`config.mk`:
```
export PLATFORM = sky130hd
export DESIGN_NAME = seq_divider_flat
export DESIGN_NICKNAME = d
export VERILOG_FILES = /design/src/rtl/seq_divider_if.sv /design/src/rtl/seq_divider.sv /design/src/flat_wrapper.sv
export SDC_FILE = /design/constraint.sdc
export NUM_CORES = 1
export LEC_CHECK = 0
export CORE_ASPECT_RATIO = 1.25
export CORE_UTILIZATION = 48
export DETAILED_ROUTE_END_ITERATION = 8
export PLACE_DENSITY_LB_ADDON = 0.3
export SYNTH_ARGS = -nofsm -noshare
export SYNTH_HDL_FRONTEND = slang
export SYNTH_SLANG_ARGS = --single-unit
```
`constraint.sdc`:
```
create_clock -name clk -period 2.1 [get_ports clk]
set_input_delay 0.42 -clock clk [delete_from_list [all_inputs] [get_ports clk]]
set_output_delay 0.42 -clock clk [all_outputs]
set_load 0.03 [all_outputs]
```
`src/rtl/seq_divider_if.sv`:
```
// Handshake and operand/result bundle for the sequential divider.
// The master issues operands; the slave (divider) returns results.
interface seq_divider_if #(
  parameter int WIDTH = 8
) ();

  logic             start;
  logic [WIDTH-1:0] dividend;
  logic [WIDTH-1:0] divisor;
  logic             busy;
  logic             done;
  logic [WIDTH-1:0] quotient;
  logic [WIDTH-1:0] remainder;
  logic             div_by_zero;

  modport master (
    output start,
    output dividend,
    output divisor,
    input  busy,
    input  done,
    input  quotient,
    input  remainder,
    input  div_by_zero
  );

  modport slave (
    input  start,
    input  dividend,
    input  divisor,
    output busy,
    output done,
    output quotient,
    output remainder,
    output div_by_zero
  );

endinterface

```
`src/rtl/seq_divider.sv`:
```
// Sequential unsigned restoring divider, one quotient bit per clock.
// Results are registered and held until the next accepted start.
module seq_divider #(
  parameter int WIDTH = 8
) (
  input  logic        clk,
  input  logic        rst,
  seq_divider_if.slave bus
);

  localparam int CW = $clog2(WIDTH + 1);

  typedef enum logic [1:0] {
    IDLE = 2'd0,
    RUN  = 2'd1,
    DONE = 2'd2
  } state_t;

  state_t           state;
  logic [WIDTH-1:0] rem_w;
  logic [WIDTH-1:0] quo_w;
  logic [WIDTH-1:0] dvsr;
  logic [CW-1:0]    cnt;

  logic             busy_q;
  logic             done_q;
  logic             dbz_q;
  logic [WIDTH-1:0] quo_q;
  logic [WIDTH-1:0] rem_q;

  logic [WIDTH:0]   shifted;
  logic [WIDTH:0]   trial;
  logic             fits;
  logic [WIDTH-1:0] rem_nx;
  logic [WIDTH-1:0] quo_nx;

  // One restoring step: shift {R,Q}, trial-subtract at WIDTH+1 bits.
  // The shifted remainder can exceed WIDTH bits before the subtract,
  // so the extra bit is kept until the sign of the trial is known.
  always_comb begin
    shifted = {rem_w, quo_w[WIDTH-1]};
    trial   = shifted - {1'b0, dvsr};
    fits    = ~trial[WIDTH];
    rem_nx  = fits ? trial[WIDTH-1:0]
                   : shifted[WIDTH-1:0];
    quo_nx  = {quo_w[WIDTH-2:0], fits};
  end

  // Control FSM with registered status and result outputs.
  always_ff @(posedge clk) begin
    if (rst) begin
      state  <= IDLE;
      busy_q <= 1'b0;
      done_q <= 1'b0;
      dbz_q  <= 1'b0;
      quo_q  <= '0;
      rem_q  <= '0;
      rem_w  <= '0;
      quo_w  <= '0;
      dvsr   <= '0;
      cnt    <= '0;
    end else begin
      done_q <= 1'b0;
      unique case (state)
        IDLE, DONE: begin
          if (bus.start) begin
            dvsr  <= bus.divisor;
            quo_q <= '0;
            rem_q <= '0;
            dbz_q <= 1'b0;
            if (bus.divisor == '0) begin
              state  <= DONE;
              busy_q <= 1'b0;
              done_q <= 1'b1;
              quo_q  <= '1;
              rem_q  <= bus.dividend;
              dbz_q  <= 1'b1;
            end else begin
              state  <= RUN;
              busy_q <= 1'b1;
              rem_w  <= '0;
              quo_w  <= bus.dividend;
              cnt    <= CW'(WIDTH);
            end
          end else begin
            state  <= IDLE;
            busy_q <= 1'b0;
          end
        end
        RUN: begin
          rem_w <= rem_nx;
          quo_w <= quo_nx;
          cnt   <= cnt - 1'b1;
          if (cnt == CW'(1)) begin
            state  <= DONE;
            busy_q <= 1'b0;
            done_q <= 1'b1;
            quo_q  <= quo_nx;
            rem_q  <= rem_nx;
          end
        end
        default: begin
          state  <= IDLE;
          busy_q <= 1'b0;
        end
      endcase
    end
  end

  assign bus.busy        = busy_q;
  assign bus.done        = done_q;
  assign bus.quotient    = quo_q;
  assign bus.remainder   = rem_q;
  assign bus.div_by_zero = dbz_q;

endmodule

```
`src/flat_wrapper.sv`:
```
// flat-port wrapper written by rule: the top's interface ports become plain ports
module seq_divider_flat 
#(
  parameter int WIDTH = 8
)
  (clk, rst, bus_start, bus_dividend, bus_divisor, bus_busy, bus_done, bus_quotient, bus_remainder, bus_div_by_zero);
  seq_divider_if #(.WIDTH(WIDTH)) bus_i ();
  input  logic clk;
  input  logic rst;
  input wire logic [$bits(bus_i.start)-1:0] bus_start;
  input wire logic [$bits(bus_i.dividend)-1:0] bus_dividend;
  input wire logic [$bits(bus_i.divisor)-1:0] bus_divisor;
  output wire logic [$bits(bus_i.busy)-1:0] bus_busy;
  output wire logic [$bits(bus_i.done)-1:0] bus_done;
  output wire logic [$bits(bus_i.quotient)-1:0] bus_quotient;
  output wire logic [$bits(bus_i.remainder)-1:0] bus_remainder;
  output wire logic [$bits(bus_i.div_by_zero)-1:0] bus_div_by_zero;
  assign bus_i.start = bus_start;
  assign bus_i.dividend = bus_dividend;
  assign bus_i.divisor = bus_divisor;
  assign bus_busy = bus_i.busy;
  assign bus_done = bus_i.done;
  assign bus_quotient = bus_i.quotient;
  assign bus_remainder = bus_i.remainder;
  assign bus_div_by_zero = bus_i.div_by_zero;
  seq_divider #(.WIDTH(WIDTH)) u_core (.clk(clk), .rst(rst), .bus(bus_i));
endmodule
```
==> out/results.ini, run 1 <==
[die]
pin_count=38
rows=29
core_um2=5044
dieHeight_um=82.65
die-area_um2=5497
initial_core_util=0.4952
fp.dieW_um=66.52

[power]
ir_drop_v=0.0004776
p_per_area_nw_per_um2=876.8
leakagePower_nw=1.424
power_w=0.003146

[synthesis]
yosysTopAreaCellShare=0.3848
synth-edff-count=0
async_flop_share=0
synth_largest_area_cell=dfxtp_1
yosysWarningCount=0
syn_area_per_cell_um2=8.056
synth.distinct_cells=51
syn-num-nets=340
yosysSeqAreaShare=0.3848
ys_seq_elements=48
synth_area_um2=2497
synthTopCellsByArea=dfxtp_1, a21oi_1, nand2_1, ha_1, nor2_1
synth-main-ff-cell=dfxtp_1
syn_inst=310

[sta]
hold_viol=0
finClkSkew_ps=3.638
tns_ps=-4227
finalCritPeriodShare=1.151
tightest_slew_ps=798.0
finalMaxSlewViolations=0
period_minus_slack_ps=2418
fin_ws_ps=-318.0
fmax_mhz=413.6
slew_headroom=0.4669
finalSetupViolations=18
rsz0062_at_grt=true

[global_routing]
grt.overflow.total=0
grt_max_degree=43
antenna_found_initial=0
grt_pass1_wl_um=10850
track_usage=0.2629
first_global_vias=2353

[status]
outcome=complete, but fails checks
violations=setup timing

[final_layout]
layout-drive-gt1-share=0.2591
final-seq-area_um2=963.4
multiInputGateArea_um2=1648
num-fill-cells=379
finalNetCount=416
synthToLayoutAreaGrowth_pct=43.69
diodes=0
post-route-util=0.7115

[cts]
cts_tree=built
clk_latency_ps=300
clk_pin_slew_worst_paths_ps=80
h-tree-depth=2
numCtsBuffers=5
root_buffer=clkbuf_8
cts.path.max_buffers=2
clkSinkCount=48

[detailed_routing]
wl_per_cell_um=15.36
wl_um=6880
post-route-drc-count=0
dr.pass1.iters=4
vias_per_cell=5.560
ant_nets=0
vias=2491
drtIter0Drc=108

[placement]
place_congestion=0.9409
pre_cts_ws_ps=-278.4
port-buffer-count=37
place_hpwl_um=5040

[worst_setup_path]
crit_fanout=6
crit_arrival_ps=2620
path_class=reg -> reg
critPathLaunchType=flop
end_kind=flop
cp_data_required_time_ps=2300

[hold_path]
min_path_type=reg -> reg

[flow_run]
drv_cap=0

==> report_power, final <==
| group | leakage, nW | internal [W] | switching (W) |
|---|---|---|---|
| Sequential | 0.395 | 0.000993 | 0.0000573 |
| Combinational | 0.979 | 0.000723 | 0.000783 |
| Clock | 0.0503 | 0.000294 | 0.000296 |
| Total | 1.42 | 0.00201 | 0.00114 |
==> per-stage QoR <==
stage	hold slack (ps)	instance area, um^2	cells
4_1_cts	458.5	3416	446
5_1_grt	487.5	3588	448
2_1_floorplan	432.2	2522	310
6_report	458.9	3588	448
3_3_place_gp	441.4	3253	438
3_5_place_dp	446.8	3253	438
==> sequential cells by signal (all words and copies together), names as in the netlist <==
name,count
u_core.cnt,4
u_core.dvsr,8
u_core.bus.quotient,8
u_core.bus.remainder,8
u_core.bus.done,1
u_core.bus.busy,1
u_core.bus.div_by_zero,1
u_core.state,1
u_core.rem_w,8
u_core.quo_w,8
==> worst paths after layout <==
path,slack (ps),from,depth (start not counted),to
min reg2reg,460,u_core.dvsr[1],2,u_core.dvsr[1]
min,460,u_core.dvsr[1],2,u_core.dvsr[1]
max reg2reg,-320,u_core.quo_w[7],10,u_core.bus.remainder[4]
max,-320,u_core.quo_w[7],10,u_core.bus.remainder[4]
==> kinds of logic after synthesis <==
group                    Yosys count  synth area share
flip-flops                        48            0.3848
buffers and inverters             30           0.04659
adder cells (fa/ha/maj)           11           0.05812
AND/OR/NAND/NOR                  118            0.2260
XOR/XNOR                           4           0.01403
AO/OA/AOI/OAI                     91            0.2360
multiplexers                       8           0.03457
==> repair_timing <==
action / in CTS / in global routing
pin swaps: 9 / 13
setup buffers: 1 / 2
endpoints found under the setup margin: 21 / 26
resized for setup: 13 / 33
hold buffers: 0 / 0
==> critical path: stages, from the launching register on <==
cell and delay (ps):
dfxtp_2 330, inv_2 70, ha_4 130, inv_2 40, fa_2 380, a211oi_4 330
nor3_4 90, mux2_4 320, nand2_8 110, mux2i_4 230, a2111oi_4 300
==> Yosys cell counts, types with 4 or more instances <==
cell type	count
dfxtp_1	48
nand2_1	44
a21oi_1	40
nor2_1	33
inv_1	15
o21ai_0	15
clkbuf_1	11
ha_1	10
a211oi_1	6
mux2i_1	6
nand2b_1	6
a21o_1	5
nand3_1	5
nor3_1	5
a311oi_1	4
nor2b_1	4
==> area by class of cell <==
| cell class | count | area share |
|---|---|---|
| inverter | 15 | 0.01569 |
| tap | 62 | 0.02162 |
| timing repair buffer | 84 | 0.2082 |
| clock buffer | 7 | 0.02685 |
| multi-input combinational | 232 | 0.4592 |
| sequential | 48 | 0.2685 |
==> metal layers <==
| layer | global-route usage | vias to the layer above | routed length (um) |
|---|---|---|---|
| met5 | 0 | - | 0 |
| met4 | 0.1021 | 0 | 194 |
| li1 | - | 1238 | - |
| met1 | 0.2921 | 1192 | 2829 |
| met3 | 0.03297 | 15 | 157 |
| met2 | 0.5010 | 46 | 3698 |
==> placed cells by master, fill, tap and decap left out, types with 3 or more instances in the layout <==
cell type        synthesis  routed
dfxtp_1                 48      46
buf_4                    0      43
nand2_1                 44      42
a21oi_1                 40      38
clkdlybuf4s50_1          0      37
nor2_1                  33      33
inv_1                   15      13
ha_1                    10       9
o21ai_1                  0       7
clkbuf_8                 0       7
nand2b_1                 6       6
o21ai_0                 15       6
a21o_1                   5       5
nor3_1                   5       5
nor2b_1                  4       4
a211oi_2                 1       4
nor3b_1                  3       3
a22oi_1                  3       3
mux2i_4                  0       3
buf_6                    0       3
(Power assumes the default switching activity.)
==> run 2, diff against run 1 <==
--- a/config.mk
+++ b/config.mk
@@ -9,6 +9,7 @@
 export CORE_UTILIZATION = 48
 export DETAILED_ROUTE_END_ITERATION = 8
 export PLACE_DENSITY_LB_ADDON = 0.3
+export RECOVER_POWER = 100
 export SYNTH_ARGS = -nofsm -noshare
 export SYNTH_HDL_FRONTEND = slang
 export SYNTH_SLANG_ARGS = --single-unit
==> out/results.ini, run 2 (synthesis results as in run 1) <==
[status]
outcome=complete, but fails checks
violations=setup timing

[placement]
placed_cells=438  ; unchanged
place_congestion=0.9409  ; unchanged
placed_cell_area_um2=3253  ; unchanged
pre_cts_ws_ps=-278.4  ; unchanged
port-buffer-count=37  ; unchanged
place_hpwl_um=5040  ; unchanged

[global_routing]
grt.overflow.total=0  ; unchanged
first_global_vias=2353  ; unchanged
grt_max_degree=43  ; unchanged
track_usage=0.2629  ; unchanged
antenna_found_initial=0  ; unchanged
grt_pass1_wl_um=10850  ; unchanged

[worst_setup_path]
rr_endpoint=u_core.bus.remainder[4]
cp_data_required_time_ps=2300  ; about the same
slowest_delay_ps=380  ; about the same
crit_top_cell=inv_2
r2r-start=u_core.quo_w[7]
crit_fanout=6  ; unchanged
crit_arrival_ps=2620  ; about the same
path_class=reg -> reg
r2r_cells=10  ; unchanged
r2r_slack_ps=-310  ; about the same
cp_slowest_cell=fa_2
crit_chain=inv_2 -> ha_4 -> inv_2 -> fa_2 -> a211oi_4 -> nor3_4 -> mux2_4 -> nand2_8 -> mux2i_4 -> a2111oi_4
end_kind=flop
critPathLaunchType=flop

[cts]
clk_latency_ps=300  ; about the same
cts.path.max_buffers=2  ; unchanged
root_buffer=clkbuf_8
cts_tree=built
cts_hold_buf=0  ; unchanged
clk_pin_slew_worst_paths_ps=80  ; about the same
h-tree-depth=2  ; unchanged
clkSinkCount=48  ; unchanged
numCtsBuffers=5  ; unchanged

[power]
ir_drop_v=0.0004714  ; -1.3%
p_per_area_nw_per_um2=875.7  ; -0.13%
leakagePower_nw=1.464  ; +2.8%

[hold_path]
hp-start=u_core.dvsr[1]
min_path_type=reg -> reg
hold_end=u_core.dvsr[1]
hold-path-cell-count=2  ; unchanged

[sta]
fmax_mhz=414.2  ; +0.15%
finClkSkew_ps=3.381  ; -0.2565 ps
finalCritPeriodShare=1.150  ; -0.001737
finalMaxSlewViolations=0  ; unchanged
fin_ws_ps=-314.3  ; +3.647 ps
period_minus_slack_ps=2414  ; -3.647 ps
hold_viol=0  ; unchanged
finalSetupViolations=22  ; +4
rsz0062_at_grt=true
whs_ps=459.5  ; +0.6220 ps
slew_headroom=0.4672  ; about the same
tightest_slew_ps=797.5  ; -0.4720 ps

[final_layout]
synthToLayoutAreaGrowth_pct=42.94
design_area_um2=3570  ; -0.52%
num-fill-cells=385  ; +1.6%
layout-drive-gt1-share=0.2487  ; -0.01036
stdcell_count=448  ; unchanged
post-route-util=0.7078  ; -0.003721
final_cell_mix=dfxtp_1, nand2_1, buf_4, a21oi_1, nor2_1
diodes=0  ; unchanged
finalNetCount=416  ; unchanged
layout_commonest_cell=dfxtp_1

[detailed_routing]
vias_per_cell=5.551  ; -0.16%
drtIter0Drc=102  ; -5.6%
post-route-drc-count=0  ; unchanged
wl_per_cell_um=15.33  ; -0.15%
vias=2487  ; -0.16%
ant_nets=0  ; unchanged
wl_um=6870  ; -0.15%
dr.pass1.iters=4  ; unchanged

[die]
pin_count=38  ; unchanged
dieHeight_um=82.65  ; unchanged
die-area_um2=5497  ; unchanged
fp.dieW_um=66.52  ; unchanged
core_um2=5044  ; unchanged
rows=29  ; unchanged
initial_core_util=0.4952  ; unchanged

[flow_run]
drv_cap=0  ; unchanged

run 2: timing repair:
item / in CTS / in global routing
setup endpoints to repair: 21 / 26
buffers inserted: 1 / 2
pin swaps: 9 / 13
gates cloned: 0 / 0
gates resized for setup: 13 / 33
run 2: stage by stage:
stage	setup TNS (ps)	power, W
after floorplan	-720.0	0.001799
after global placement	-5979	0.002202
after detailed placement	-7280	0.002233
after CTS	-2223	0.002935
after global routing	-6908	0.003304
final	-4306	0.003126
run 2: cell type report:
type,count,area [um^2],share of cell area
multi-input cells,232,1642,0.4599
flip-flops and latches,48,963.4,0.2699
repair buffers,84,734.5,0.2057
clock buffers,7,96.34,0.02699
well taps,62,77.57,0.02173
inverters,15,56.30,0.01577
run 2: worst max-delay path by stage:
stage,startpoint,to,slack (ps),depth (start not counted)
finish,u_core.quo_w[7],u_core.bus.remainder[4],-310,10
global route,u_core.quo_w[7],u_core.bus.remainder[4],-410,10
CTS,u_core.quo_w[7],u_core.bus.remainder[0],-180,11
detailed placement,bus_divisor[3],u_core.cnt[2],-280,8
global placement,bus_divisor[3],u_core.cnt[2],-260,8
floorplan,u_core.quo_w[7],u_core.bus.remainder[4],-90,10
run 2: layer usage:
layer,track usage,vias up,share of wire
li1,-,1242,-
met1,0.2921,1186,0.41
met2,0.5010,43,0.54
met3,0.03297,16,0.025
met4,0.1021,0,0.028
met5,0,-,0
run 2: power by group:
| part | switching [W] | internal [W] |
|---|---|---|
| Combinational | 0.000783 | 0.000707 |
| Clock | 0.000293 | 0.000293 |
| Sequential | 0.0000563 | 0.000993 |
| Total | 0.00113 | 0.00199 |
run 2: critical path: cells and delay by family (launching register included):
kind,cells,cell delay [ps]
adder cells (fa/ha/maj),2,510
AND/OR/NAND/NOR,2,200
buffers and inverters,2,110
multiplexers,2,550
flip-flops,1,330
AO/OA/AOI/OAI,2,620
==> run 3, diff against run 2 <==
==> constraint.sdc (replaced) <==
create_clock -name clk -period 2.1 [get_ports clk]
set_input_delay 0.525 -clock clk [delete_from_list [all_inputs] [get_ports clk]]
set_output_delay 0.525 -clock clk [all_outputs]
set_load 0.03 [all_outputs]
==> out/results.ini, run 3 (synthesis results as in run 1) <==
[final_layout]
num-fill-cells=380  ; -1.3%
finalNetCount=421  ; +1.2%
layout_commonest_cell=buf_4
stdcell_count=454  ; +1.3%
layout-drive-gt1-share=0.2704  ; +0.02170
design_area_um2=3625  ; +1.5%
synthToLayoutAreaGrowth_pct=45.14
final_cell_mix=buf_4, dfxtp_1, nand2_1, a21oi_1, nor2_1
diodes=0  ; unchanged

[global_routing]
grt_pass1_wl_um=11050  ; +1.8%
first_global_vias=2472  ; +5.1%
antenna_found_initial=0  ; unchanged
grt.overflow.total=0  ; unchanged
track_usage=0.2662  ; +0.003331
grt_max_degree=43  ; unchanged

[worst_setup_path]
end_kind=flop
critPathLaunchType=flop
crit_path_start=u_core.quo_w[7]
path_class=reg -> reg
r2r_slack_ps=-180  ; +140 ps
cp_data_required_time_ps=2290  ; about the same
r2r-start=u_core.quo_w[7]
rr_endpoint=u_core.bus.remainder[5]
critPathCapture=u_core.bus.remainder[5]
crit_fanout=6  ; unchanged
crit_arrival_ps=2470  ; -150 ps
r2r_cells=10  ; unchanged

[detailed_routing]
vias=2537  ; +2.0%
wl_per_cell_um=15.32  ; about the same
post-route-drc-count=0  ; unchanged
drtIter0Drc=81  ; -21%
vias_per_cell=5.588  ; +0.66%
dr.pass1.iters=6  ; +2
ant_nets=0  ; unchanged
wl_um=6957  ; +1.3%

[die]
core_um2=5044  ; unchanged
pin_count=38  ; unchanged
fp.dieW_um=66.52  ; unchanged
initial_core_util=0.4952  ; unchanged
die-area_um2=5497  ; unchanged
rows=29  ; unchanged
dieHeight_um=82.65  ; unchanged

[placement]
placed_cell_area_um2=3276  ; +0.69%
port-buffer-count=37  ; unchanged
pre_cts_ws_ps=-372.7  ; -94.24 ps
place_congestion=0.8610  ; -8.5%
placed_cells=441  ; +0.68%
place_hpwl_um=4968  ; -1.4%

[sta]
period_minus_slack_ps=2277  ; -137.6 ps
finalSetupViolations=27  ; +23%
finClkSkew_ps=10.52  ; +7.140 ps
hold_viol=0  ; unchanged
fin_ws_ps=-176.7  ; +137.6 ps
finalCritPeriodShare=1.084  ; -0.06551
tightest_slew_ps=637.6  ; -159.8 ps
fmax_mhz=439.2  ; +6.0%
rsz0062_at_grt=true
slew_headroom=0.5740  ; +0.1068
finalMaxSlewViolations=0  ; unchanged
tns_ps=-2629  ; +1677 ps

[status]
violations=setup timing
outcome=complete, but fails checks

[power]
ir_drop_v=0.0005870  ; +25%
p_sw_w=0.001152  ; +1.8%
seq_power_share=0.327  ; -0.009
p_per_area_nw_per_um2=884.3  ; +0.98%
intPower_w=0.002053  ; +3.0%
swShare=0.3594  ; -0.002770
clkPwrFrac=0.208  ; +0.020
leakagePower_nw=1.479  ; +1.0%
pwr-share-comb=0.465  ; -0.012

[cts]
clkSinkCount=48  ; unchanged
cts.path.max_buffers=2  ; unchanged
cts_tree=built
clk_pin_slew_worst_paths_ps=100  ; +20 ps
h-tree-depth=2  ; unchanged
clk_latency_ps=300  ; about the same
numCtsBuffers=5  ; unchanged
root_buffer=clkbuf_8

[hold_path]
min_path_type=reg -> reg
hp-start=u_core.bus.div_by_zero

[flow_run]
drv_cap=0  ; unchanged

==> run 3: cell types whose count changed in the layout (fill, tap and decap cells not counted), moves of 2 or more <==
cell	change
clkbuf_8	-2
buf_6	-2
nand2_2	+2
buf_4	+8
o21ai_2	+3
clkbuf_2	-2
o21ai_1	-2
==> run 3: power groups by stage <==
stage	clock [W]	sequential, W	combinational, W
after global routing	0.000713	0.00106	0.00160
after floorplan	0	0.00112	0.000677
final	0.000667	0.00105	0.00149
after detailed placement	0	0.00107	0.00117
after global placement	0	0.00107	0.00114
after CTS	0.000676	0.00105	0.00133
==> run 3: metal layers <==
| layer | routed length (um) | share of wire | up-vias | track usage |
|---|---|---|---|---|
| met2 | 3916 | 0.56 | 49 | 0.5122 |
| li1 | - | - | 1261 | - |
| met1 | 2732 | 0.39 | 1213 | 0.2884 |
| met3 | 151 | 0.022 | 14 | 0.03159 |
| met4 | 157 | 0.023 | 0 | 0.1149 |
| met5 | 0 | 0 | - | 0 |
==> run 3: final cells by class <==
type,count,area [um^2],area share
clock inverter,3,42.54,0.01174
inverter,15,56.30,0.01553
clock buffer,5,68.82,0.01899
tap,62,77.57,0.02140
sequential,48,963.4,0.2658
timing repair buffer,89,767.0,0.2116
multi-input combinational,232,1649,0.4550
==> run 3: worst min path at each step <==
stage / endpoint / slack (ps) / cells after the start
2_1_floorplan: u_core.quo_w[3] / 430 / 2
3_3_place_gp: u_core.quo_w[6] / 440 / 2
3_5_place_dp: u_core.quo_w[3] / 450 / 2
4_1_cts: u_core.bus.div_by_zero / 460 / 2
5_1_grt: u_core.dvsr[2] / 480 / 2
6_report: u_core.bus.div_by_zero / 450 / 2
==> run 3: critical path: stages (launching register included) <==
cell       delay, ps
dfxtp_2          330
inv_2             70
ha_4             130
inv_2             30
fa_2             350
a211oi_2         250
nor3_2           100
mux2_4           380
nand2_8          130
mux2i_4          290
a2111oi_4        100
==> run 3: what timing repair did <==
item | 4_1_cts | 5_1_grt
setup endpoints to repair | 28 | 31
pin swaps | 12 | 13
buffers inserted | 1 | 4
hold buffers | 0 | 0
resized for setup | 24 | 24
==> run 3: per-stage QoR <==
| step | utilization | power (W) | hold WS (ps) |
|---|---|---|---|
| final | 0.7187 | 0.003205 | 454.2 |
| after global routing | 0.7187 | 0.003375 | 483.7 |
| after CTS | 0.6951 | 0.003058 | 462.5 |
| after detailed placement | 0.6495 | 0.002240 | 449.9 |
| after global placement | 0.6495 | 0.002210 | 442.0 |
| after floorplan | - | 0.001799 | 432.2 |
